==> src/rtl/ebpc_nz_splitter.sv <==
// ebpc_nz_splitter
// ----------------
// Input stage of the EBPC encoder. Each accepted activation word produces
// one zero/non-zero mask bit for the zero run-length coder, and non-zero
// words are also forwarded to the BPC encoder. At end of stream the mask
// beat carries the last flag, and once the BPC branch has drained a flush
// beat is sent to the BPC encoder.
//
// Optional feature: define EBPC_NZ_SPLITTER_STATS_EN to add the
// nz_cnt_o / z_cnt_o accepted-word counters.
//
// Ports:
//   clk_i, rst_ni        clock (rising edge), synchronous active-low reset
//   data_i, last_i       input word and end-of-stream marker
//   vld_i, rdy_o         input handshake
//   bpc_data_o           non-zero word toward the BPC encoder
//   bpc_vld_o            bpc_data_o valid
//   bpc_flush_o          end-of-stream flush request
//   bpc_rdy_i            BPC encoder ready (data and flush beats)
//   znz_o, znz_last_o    mask bit (1 = non-zero) and last-bit marker
//   znz_vld_o, znz_rdy_i mask handshake
//   idle_o               nothing pending, no stream in progress
//   nz_cnt_o, z_cnt_o    (optional) accepted non-zero / zero word counts
//
// Handshake rule for every interface here: a beat transfers on a rising
// edge where valid and ready are both high; the producer holds valid and
// payload stable until that happens, and valid never waits on ready.

module ebpc_nz_splitter #(
  parameter int DATA_W = 8
) (
  input  logic              clk_i,
  input  logic              rst_ni,
  input  logic [DATA_W-1:0] data_i,
  input  logic              last_i,
  input  logic              vld_i,
  output logic              rdy_o,
  output logic [DATA_W-1:0] bpc_data_o,
  output logic              bpc_vld_o,
  output logic              bpc_flush_o,
  input  logic              bpc_rdy_i,
  output logic              znz_o,
  output logic              znz_last_o,
  output logic              znz_vld_o,
  input  logic              znz_rdy_i,
  output logic              idle_o
`ifdef EBPC_NZ_SPLITTER_STATS_EN
  ,
  output logic [31:0]       nz_cnt_o,
  output logic [31:0]       z_cnt_o
`endif
);

  typedef enum logic [1:0] {
    ST_RUN   = 2'd0,
    ST_DRAIN = 2'd1,
    ST_FLUSH = 2'd2
  } state_e;

  state_e            state_q, state_d;

  logic [DATA_W-1:0] bpc_data_q, bpc_data_d;
  logic              bpc_vld_q, bpc_vld_d;
  logic              znz_q, znz_d;
  logic              znz_last_q, znz_last_d;
  logic              znz_vld_q, znz_vld_d;
  logic              in_stream_q, in_stream_d;

  logic              nz;
  logic              bpc_free;
  logic              znz_free;
  logic              acc;
  logic              flush_done;

  assign nz       = |data_i;
  // A slot is free when empty or when its current beat leaves this cycle.
  assign bpc_free = !bpc_vld_q || bpc_rdy_i;
  assign znz_free = !znz_vld_q || znz_rdy_i;

  // Zero words never touch the bpc slot, so they bypass its back-pressure.
  assign rdy_o      = (state_q == ST_RUN) && znz_free && (bpc_free || !nz);
  assign acc        = vld_i && rdy_o;
  assign flush_done = (state_q == ST_FLUSH) && bpc_rdy_i;

  // State machine
  always_comb begin
    state_d = state_q;
    unique case (state_q)
      ST_RUN:   if (acc && last_i) state_d = ST_DRAIN;
      // bpc_free also covers the cycle the final data beat completes.
      ST_DRAIN: if (bpc_free)      state_d = ST_FLUSH;
      ST_FLUSH: if (bpc_rdy_i)     state_d = ST_RUN;
      default:                     state_d = ST_RUN;
    endcase
  end

  // Output slots
  always_comb begin
    bpc_data_d  = bpc_data_q;
    bpc_vld_d   = bpc_vld_q;
    znz_d       = znz_q;
    znz_last_d  = znz_last_q;
    znz_vld_d   = znz_vld_q;
    in_stream_d = in_stream_q;

    if (acc) begin
      znz_d       = nz;
      znz_last_d  = last_i;
      znz_vld_d   = 1'b1;
      in_stream_d = !last_i;
    end else if (znz_rdy_i) begin
      znz_vld_d = 1'b0;
    end

    if (acc && nz) begin
      bpc_data_d = data_i;
      bpc_vld_d  = 1'b1;
    end else if (bpc_rdy_i) begin
      bpc_vld_d = 1'b0;
    end
  end

  always_ff @(posedge clk_i) begin
    if (!rst_ni) begin
      state_q     <= ST_RUN;
      bpc_data_q  <= '0;
      bpc_vld_q   <= 1'b0;
      znz_q       <= 1'b0;
      znz_last_q  <= 1'b0;
      znz_vld_q   <= 1'b0;
      in_stream_q <= 1'b0;
    end else begin
      state_q     <= state_d;
      bpc_data_q  <= bpc_data_d;
      bpc_vld_q   <= bpc_vld_d;
      znz_q       <= znz_d;
      znz_last_q  <= znz_last_d;
      znz_vld_q   <= znz_vld_d;
      in_stream_q <= in_stream_d;
    end
  end

  assign bpc_data_o  = bpc_data_q;
  assign bpc_vld_o   = bpc_vld_q;
  // The FSM only enters FLUSH once the bpc slot is empty, so flush and
  // data valid are never high together.
  assign bpc_flush_o = (state_q == ST_FLUSH);
  assign znz_o       = znz_q;
  assign znz_last_o  = znz_last_q;
  assign znz_vld_o   = znz_vld_q;
  assign idle_o      = (state_q == ST_RUN) && !bpc_vld_q && !znz_vld_q && !in_stream_q;

`ifdef EBPC_NZ_SPLITTER_STATS_EN
  logic [31:0] nz_cnt_q, nz_cnt_d;
  logic [31:0] z_cnt_q, z_cnt_d;

  // Saturating counts; a flush completion starts the next stream at zero.
  // Accepts cannot happen in FLUSH, so clear and increment never collide.
  always_comb begin
    nz_cnt_d = nz_cnt_q;
    z_cnt_d  = z_cnt_q;
    if (flush_done) begin
      nz_cnt_d = '0;
      z_cnt_d  = '0;
    end else if (acc) begin
      if (nz) begin
        if (nz_cnt_q != 32'hFFFF_FFFF) nz_cnt_d = nz_cnt_q + 32'd1;
      end else begin
        if (z_cnt_q != 32'hFFFF_FFFF) z_cnt_d = z_cnt_q + 32'd1;
      end
    end
  end

  always_ff @(posedge clk_i) begin
    if (!rst_ni) begin
      nz_cnt_q <= '0;
      z_cnt_q  <= '0;
    end else begin
      nz_cnt_q <= nz_cnt_d;
      z_cnt_q  <= z_cnt_d;
    end
  end

  assign nz_cnt_o = nz_cnt_q;
  assign z_cnt_o  = z_cnt_q;
`else
  // flush_done only feeds the optional counters.
  logic unused_flush_done;
  assign unused_flush_done = flush_done;
`endif

endmodule
==> config.mk <==
export PLATFORM = sky130hd
export DESIGN_NAME = ebpc_nz_splitter
export DESIGN_NICKNAME = d
export VERILOG_FILES = /design/src/rtl/ebpc_nz_splitter.sv
export SDC_FILE = /design/constraint.sdc
export NUM_CORES = 1
export LEC_CHECK = 0
export CORE_MARGIN = 2
export CORE_UTILIZATION = 35
export DETAILED_ROUTE_END_ITERATION = 12
export GPL_TIMING_DRIVEN = 0
export PLACE_DENSITY = 0.72
export SETUP_SLACK_MARGIN = 0.2
export SLEW_MARGIN = 10
export SYNTH_ARGS = -nofsm -noshare
export SYNTH_HDL_FRONTEND = slang
export SYNTH_SLANG_ARGS = --single-unit
==> constraint.sdc <==
create_clock -name clk_i -period 2 [get_ports clk_i]
set_input_delay 0.5 -clock clk_i [delete_from_list [all_inputs] [get_ports clk_i]]
set_output_delay 0.5 -clock clk_i [all_outputs]
set_load 0.01 [all_outputs]
==> impl_metrics.env, run 1 <==
export IMPL_status="complete, but fails checks"
export IMPL_violations="setup timing"
export IMPL_grt_max_degree=11
export IMPL_end_kind="primary output"
export IMPL_yosysUniqueCellTypes=23
export IMPL_synthSimpleGateAreaFrac_pct=27.17
export IMPL_fin_area_um2=997.2
export IMPL_startpoint="data_i[0]"
export IMPL_num_antenna_cells=0
export IMPL_setup_viol=1
export IMPL_fin_skew_ns=0.002775
export IMPL_place_area_um2=968.4
export IMPL_grt_setup_unrepaired="yes"
export IMPL_r2r_start="bpc_vld_o$_SDFFE_PN0P_"
export IMPL_io_buffers=28
export IMPL_dp_slack_ns=-0.8762
export IMPL_arrival_ns=1.54
export IMPL_slew_headroom_pct=71.49
export IMPL_powerDensity_nw_per_um2=692.7
export IMPL_synth_fa_ha_area_share_pct=0
export IMPL_dp_hpwl_mm=1.075
export IMPL_synthTopCellsByArea="dfxtp_1 (46%), mux2i_1 (12%), nand2_1 (10%)"
export IMPL_cts_sinks=15
export IMPL_grt_overflow_total=0
export IMPL_fin_hold_ws_ns=0.4460
export IMPL_placementRows=15
export IMPL_synth_top_cell_area_share_pct=46.24
export IMPL_clk_latency_ns=0.28
export IMPL_drt_total_wl_mm=1.480
export IMPL_htreeDepth=1
export IMPL_synth_xor_area_share_pct=0
export IMPL_ys_seq_elements=15
export IMPL_antenna_left=0
export IMPL_drc=0
export IMPL_initial_core_util_pct=37.61
export IMPL_synth_area_um2=649.4
export IMPL_irDropWorstVdd_v=0.0004811
export IMPL_via_per_inst=4.562
export IMPL_cp_max_fo=2
export IMPL_tightest_slew_ns=0.4276
export IMPL_ys_warnings_count=0
export IMPL_wl_per_cell_um=11.38
export IMPL_cts_buffer_depth=2
export IMPL_synth_compound_area_share_pct=11.18
export IMPL_p_leak_nw=0.4167
export IMPL_fillers=181
export IMPL_hp_class="input port to flip-flop"
export IMPL_final_util_pct=57.75
export IMPL_grt_pass1_wl_mm=2.256
export IMPL_die_y_um=47.08
export IMPL_finalWorstSetupSlack_ns=-0.04344
export IMPL_drtIter0Drc=8
export IMPL_drv_slew=0
export IMPL_synth_cells=72
export IMPL_root_buffer="clkbuf_4"
export IMPL_power_total_mw=0.6908
export IMPL_synth_top_family_by_area="simple AND/OR/NAND/NOR gates"
export IMPL_critPathRequiredTime_ns=1.50
export IMPL_cap_violations=0
export IMPL_antenna_found_initial=0
export IMPL_synthesis_nets=86
export IMPL_synth_seq_area_share_pct=46.24
export IMPL_criticalPathCategory="input port to primary output"
export IMPL_die_x_um=47.08
export IMPL_finalCriticalPeriod_ns=2.043
export IMPL_cts_made_buffers=3
export IMPL_drt_pre_antenna_iters=4
export IMPL_clock_fmax_ghz=0.4894
export IMPL_gp_congestion=0.6745
export IMPL_cts_tree="yes"
export IMPL_clkTransAtPathRegs_ns=0.09
export IMPL_syn2layout_area_growth_pct=53.56
export IMPL_dieArea_um2=2216
export IMPL_hold_buffers=0
export IMPL_hold_violations=0
export IMPL_vias=593
export IMPL_critPathLaunchType="input port"
export IMPL_avgSynthCellArea_um2=9.019
export IMPL_boundaryPins=29
export IMPL_grtUsageTotal_pct=14.89
export IMPL_synthMuxAreaShare_pct=12.33
export IMPL_finalCritPeriodShare_pct=102.2
export IMPL_yosys_area_top_type="dfxtp_1"
export IMPL_coreArea_um2=1727
export IMPL_grt_pass1_vias=534
export IMPL_nets=120
export IMPL_drive_above_1_share_pct=21.90
export IMPL_worstHoldStart="data_i[6]"
==> routing by layer <==
| metal | vias up | GRT usage, % | wire length [um] |
|---|---|---|---|
| met5 | - | 0 | 0 |
| met3 | 2 | 5.769 | 146 |
| met2 | 26 | 21.92 | 648 |
| met4 | 0 | 6.667 | 19 |
| li1 | 309 | - | - |
| met1 | 256 | 19.34 | 666 |
==> power by group <==
| part | internal, mW | switching, mW | total (mW) |
|---|---|---|---|
| Sequential | 0.324 | 0.0154 | 0.339 |
| Clock | 0.0775 | 0.0940 | 0.172 |
| Combinational | 0.103 | 0.0770 | 0.180 |
| Total | 0.504 | 0.186 | 0.691 |
==> synthesized netlist by cell type (all sizes together) <==
cell type and n:
nor3 1, dfxtp 15, nand3b 1, inv 2
o211a 1, or3b 1, nand2 18, clkbuf 2
a21oi 3, o21a 3, nor4b 1, or4 2
buf 1, nor2 6, nor3b 1, o2bb2ai 1
nand3 1, mux2i 8, o21ai 1, nor2b 2
nand2b 1
==> final timing paths <==
kind / endpoint / slack, ns / cells after the start
setup / recovery: rdy_o / -0.04 / 5
hold / removal: bpc_data_o[6]$_SDFFE_PN0P_ / 0.45 / 3
setup reg to reg: in_stream_q$_SDFFE_PN0N_ / 0.57 / 5
hold reg to reg: znz_o$_SDFFE_PN0N_ / 0.46 / 2
==> registers in the layout, indices dropped and copies added (netlist names) <==
| signal | count |
|---|---|
| bpc_data_o | 8 |
| state_q | 2 |
| in_stream_q | 1 |
| znz_o | 1 |
| znz_last_o | 1 |
| bpc_vld_o | 1 |
| znz_vld_o | 1 |
==> cell families (layout without fill, tap and decap cells) <==
group	after synthesis	in the layout
AO/OA/AOI/OAI	9	9
buffers and inverters	5	38
multiplexers	8	8
flip-flops	15	15
AND/OR/NAND/NOR	35	35
==> worst max-delay path: stages <==
cell	delay, ns
buf_6	0.09
or4_4	0.53
o21a_4	0.24
nor2_4	0.07
buf_6	0.10
==> cells in the final DEF (no fill, tap or decap), drive strengths merged <==
master          n
nand2          18
clkdlybuf4s50  17
dfxtp          15
mux2i           8
clkbuf          8
buf             8
nor2            6
a21oi           3
o21a            3
or4             2
inv             2
clkdlybuf4s15   2
nor2b           2
nor4b           1
nand2b          1
nand3           1
nor3            1
nand3b          1
or3b            1
nor3b           1
o2bb2ai         1
o21ai           1
o211a           1
dlygate4sd2     1
==> timing repair <==
item                       4_1_cts  5_1_grt
pin swaps                        5        0
resized for setup               40        4
setup buffers                    1        0
setup endpoints to repair       16       12
==> metrics by stage <==
stage	instances	TNS (ns)
after global routing	130	-0.06560
after global placement	125	-3.495
final	130	-0.04344
after floorplan	72	0
after CTS	130	-0.04618
after detailed placement	125	-3.756
==> final cells by class <==
class / count / area (um^2) / area share (%)
well taps: 25 / 31.28 / 3.137
plain buffers: 3 / 15.01 / 1.506
inverters: 2 / 7.507 / 0.7528
repair buffers: 29 / 265.3 / 26.60
clock buffers: 4 / 26.28 / 2.635
flip-flops and latches: 15 / 300.3 / 30.11
multi-input cells: 52 / 351.6 / 35.26
(Power assumes the default switching activity.)
==> inputs of run 2 (changes only) <==
--- a/config.mk
+++ b/config.mk
@@ -5,11 +5,12 @@
 export SDC_FILE = /design/constraint.sdc
 export NUM_CORES = 1
 export LEC_CHECK = 0
+export ABC_AREA = 1
 export CORE_MARGIN = 2
-export CORE_UTILIZATION = 35
+export CORE_UTILIZATION = 36
 export DETAILED_ROUTE_END_ITERATION = 12
 export GPL_TIMING_DRIVEN = 0
-export PLACE_DENSITY = 0.72
+export PLACE_DENSITY = 0.73
 export SETUP_SLACK_MARGIN = 0.2
 export SLEW_MARGIN = 10
 export SYNTH_ARGS = -nofsm -noshare
==> run 2 against run 1 <==
The run now ends clean. Synthesized area grew 4.2%. Cell area grew 18%. Setup slack gained 0.28 ns. Sequential power grew 2%. Synthesized cell count grew 36%. Critical path type unchanged. Critical endpoint unchanged. Largest cell class is now non-clock buffers. Largest power group unchanged.
==> impl_metrics.env, run 2 <==
export IMPL_status="completed"
export IMPL_path_cells="clkdlybuf4s15_1, nor2_2, nand4_1, a21boi_2, buf_2"
export IMPL_synth_seq_area_share_pct=44.36
export IMPL_slew_headroom_pct=70.71
export IMPL_syn2layout_area_growth_pct=73.75
export IMPL_setup_viol=0
export IMPL_drt_total_wl_mm=2.157
export IMPL_synth_cells=98
export IMPL_p_leak_nw=0.5944
export IMPL_largest_reg_flops=8
export IMPL_clk_latency_ns=0.29
export IMPL_finalCritPeriodShare_pct=88.31
export IMPL_cts_made_buffers=3
export IMPL_yosys_cell_count_top_type="nand2_1"
export IMPL_gp_congestion=0.8179
export IMPL_vias=810
export IMPL_antenna_left=0
export IMPL_ys_flop_type="dfxtp_1"
export IMPL_placementRows=15
export IMPL_grt_overflow_total=0
export IMPL_synth_top_cell_area_share_pct=44.36
export IMPL_regArea_um2=302.8
export IMPL_via_per_inst=4.602
export IMPL_finalCriticalPeriod_ns=1.766
export IMPL_drtIter0Drc=15
export IMPL_wl_per_cell_um=12.26
export IMPL_end_kind="primary output"
export IMPL_final_cell_mix="nand2_1 (24), buf_4 (22), nor2_1 (19)"
export IMPL_antenna_found_initial=0
export IMPL_grt_pass1_wl_mm=2.960
export IMPL_htreeDepth=1
export IMPL_async_flop_share_pct=0
export IMPL_clock_fmax_ghz=0.5662
export IMPL_cts_sinks=15
export IMPL_whs_path_depth=3
export IMPL_fin_skew_ns=0.01224
export IMPL_dp_slack_ns=-0.5792
export IMPL_whs_endpoint="bpc_data_o[0]$_SDFFE_PN0P_"
export IMPL_yosys_area_top_type="dfxtp_1"
export IMPL_cts_tree="yes"
export IMPL_crit_slowest_cell="clkdlybuf4s15_1"
export IMPL_arrival_ns=1.27
export IMPL_hold_violations=0
export IMPL_coreArea_um2=1745
export IMPL_drv_slew=0
export IMPL_critPathRequiredTime_ns=1.50
export IMPL_reg2reg_to="bpc_data_o[6]$_SDFFE_PN0P_"
export IMPL_hp_class="input port to flip-flop"
export IMPL_r2r_start="state_q[0]$_SDFFE_PN0P_"
export IMPL_grt_pass1_vias=695
export IMPL_tightest_slew_ns=0.4393
export IMPL_critPathLaunchType="input port"
export IMPL_mostFrequentLayoutCell="nand2_1"
export IMPL_root_buffer="clkbuf_4"
export IMPL_synthSimpleGateAreaFrac_pct=35.30
export IMPL_synth_edf_count=0
export IMPL_io_buffers=27
export IMPL_clkTransAtPathRegs_ns=0.11
export IMPL_die_y_um=47.36
export IMPL_yosysUniqueCellTypes=17
export IMPL_synth_compound_area_share_pct=9.242
export IMPL_cp_max_fo=2
export IMPL_ys_seq_elements=15
export IMPL_drc=0
export IMPL_synth_xor_area_share_pct=0
export IMPL_irDropWorstVdd_v=0.0004026
export IMPL_synthesis_nets=112
export IMPL_dieArea_um2=2243
export IMPL_powerDensity_nw_per_um2=655.3
export IMPL_drive_above_1_share_pct=37.09
export IMPL_num_antenna_cells=0
export IMPL_boundaryPins=29
export IMPL_grtUsageTotal_pct=19.49
export IMPL_dp_hpwl_mm=1.123
export IMPL_cap_violations=0
export IMPL_cp_slowest_stage_delay_ns=0.19
export IMPL_worstHoldStart="data_i[0]"
export IMPL_avgSynthCellArea_um2=6.907
export IMPL_finalWorstSetupSlack_ns=0.2337
export IMPL_grt_setup_unrepaired="no"
export IMPL_nets=166
export IMPL_criticalPathCategory="input port to primary output"
export IMPL_ys_top_cells_by_count="nand2_1 (27), nor2_1 (23), dfxtp_1 (15)"
export IMPL_synth_area_um2=676.9
export IMPL_synthMuxAreaShare_pct=0
export IMPL_synth_fa_ha_area_share_pct=0
export IMPL_cts_buffer_depth=2
export IMPL_drt_pre_antenna_iters=4
export IMPL_multi_input_area_um2=340.3
export IMPL_ys_warnings_count=0
export IMPL_r2r_cells=8
export IMPL_synth_top_family_by_area="simple AND/OR/NAND/NOR gates"
export IMPL_power_total_mw=0.7707
export IMPL_crit_family="buffers and inverters"
export IMPL_r2r_slack_ns=0.62
export IMPL_initial_core_util_pct=38.78
export IMPL_synthTopCellsByArea="dfxtp_1 (44%), nand2_1 (15%), nor2_1 (13%)"
export IMPL_grt_max_degree=11
export IMPL_final_util_pct=67.38
export IMPL_fillers=142
export IMPL_die_x_um=47.36
export IMPL_path_buf_inv=2
[run 2: what timing repair did]
action                                 CTS  global route
gates cloned                             0             0
setup endpoints to repair                3             8
hold buffers                             0             0
pin swaps                                7             9
setup buffers                           19             3
gates resized for setup                 27            22
endpoints found under the hold margin    0             0
[run 2: power by group]
part	total, mW	switching (mW)	internal [mW]
clock	0.182	0.108	0.0743
sequential	0.346	0.0176	0.328
combinational	0.243	0.116	0.127
total	0.771	0.241	0.530
[run 2: cell type report]
class,count,share of cell area (%)
Timing Repair Buffer,49,33.94
Multi-Input combinational cell,65,28.94
Sequential cell,15,25.74
Inverter,16,5.106
Tap cell,25,2.660
Clock buffer,3,1.915
Buffer,2,1.277
Clock inverter,1,0.4255
[run 2: worst max-delay path by stage]
stage	start	to	slack [ns]	cells after the start
floorplan	data_i[7]	rdy_o	0.39	3
finish	data_i[7]	rdy_o	0.23	5
global placement	data_i[2]	rdy_o	-0.57	5
CTS	bpc_rdy_i	rdy_o	0.08	6
detailed placement	data_i[4]	rdy_o	-0.58	5
global route	data_i[7]	rdy_o	0.18	5
[run 2: cell families after synthesis]
logic type | Yosys count
AO/OA/AOI/OAI | 9
buffers and inverters | 18
flip-flops | 15
AND/OR/NAND/NOR | 56
[run 2: per-layer routing]
metal / GRT usage [%] / vias to the layer above / wire length, um
met1: 21.25 / 367 / 859
met3: 3.846 / 4 / 150
met4: 5.000 / 0 / 37
li1: - / 401 / -
met5: 0 / - / 0
met2: 37.57 / 38 / 1110
[run 2: per-stage QoR]
step	std cells	hold slack (ns)	area, um^2	TNS [ns]
detailed placement	150	0.4620	978.4	-0.5792
floorplan	98	0.4858	676.9	0
global route	176	0.4798	1176	0
finish	176	0.4647	1176	0
global placement	150	0.4543	978.4	-0.5650
CTS	173	0.4763	1151	0
[run 2: worst min-delay path, cell delays in order]
cell and delay [ns]:
clkbuf_2 0.10, nor2_1 0.04, nor2_1 0.08
==> inputs of run 3 (changes only) <==
--- a/config.mk
+++ b/config.mk
@@ -9,6 +9,7 @@
 export CORE_MARGIN = 2
 export CORE_UTILIZATION = 36
 export DETAILED_ROUTE_END_ITERATION = 12
+export GPL_ROUTABILITY_DRIVEN = 0
 export GPL_TIMING_DRIVEN = 0
 export PLACE_DENSITY = 0.73
 export SETUP_SLACK_MARGIN = 0.2
==> results of run 3 <==
The final DEF is identical to that of run 2; final timing and power are the same.
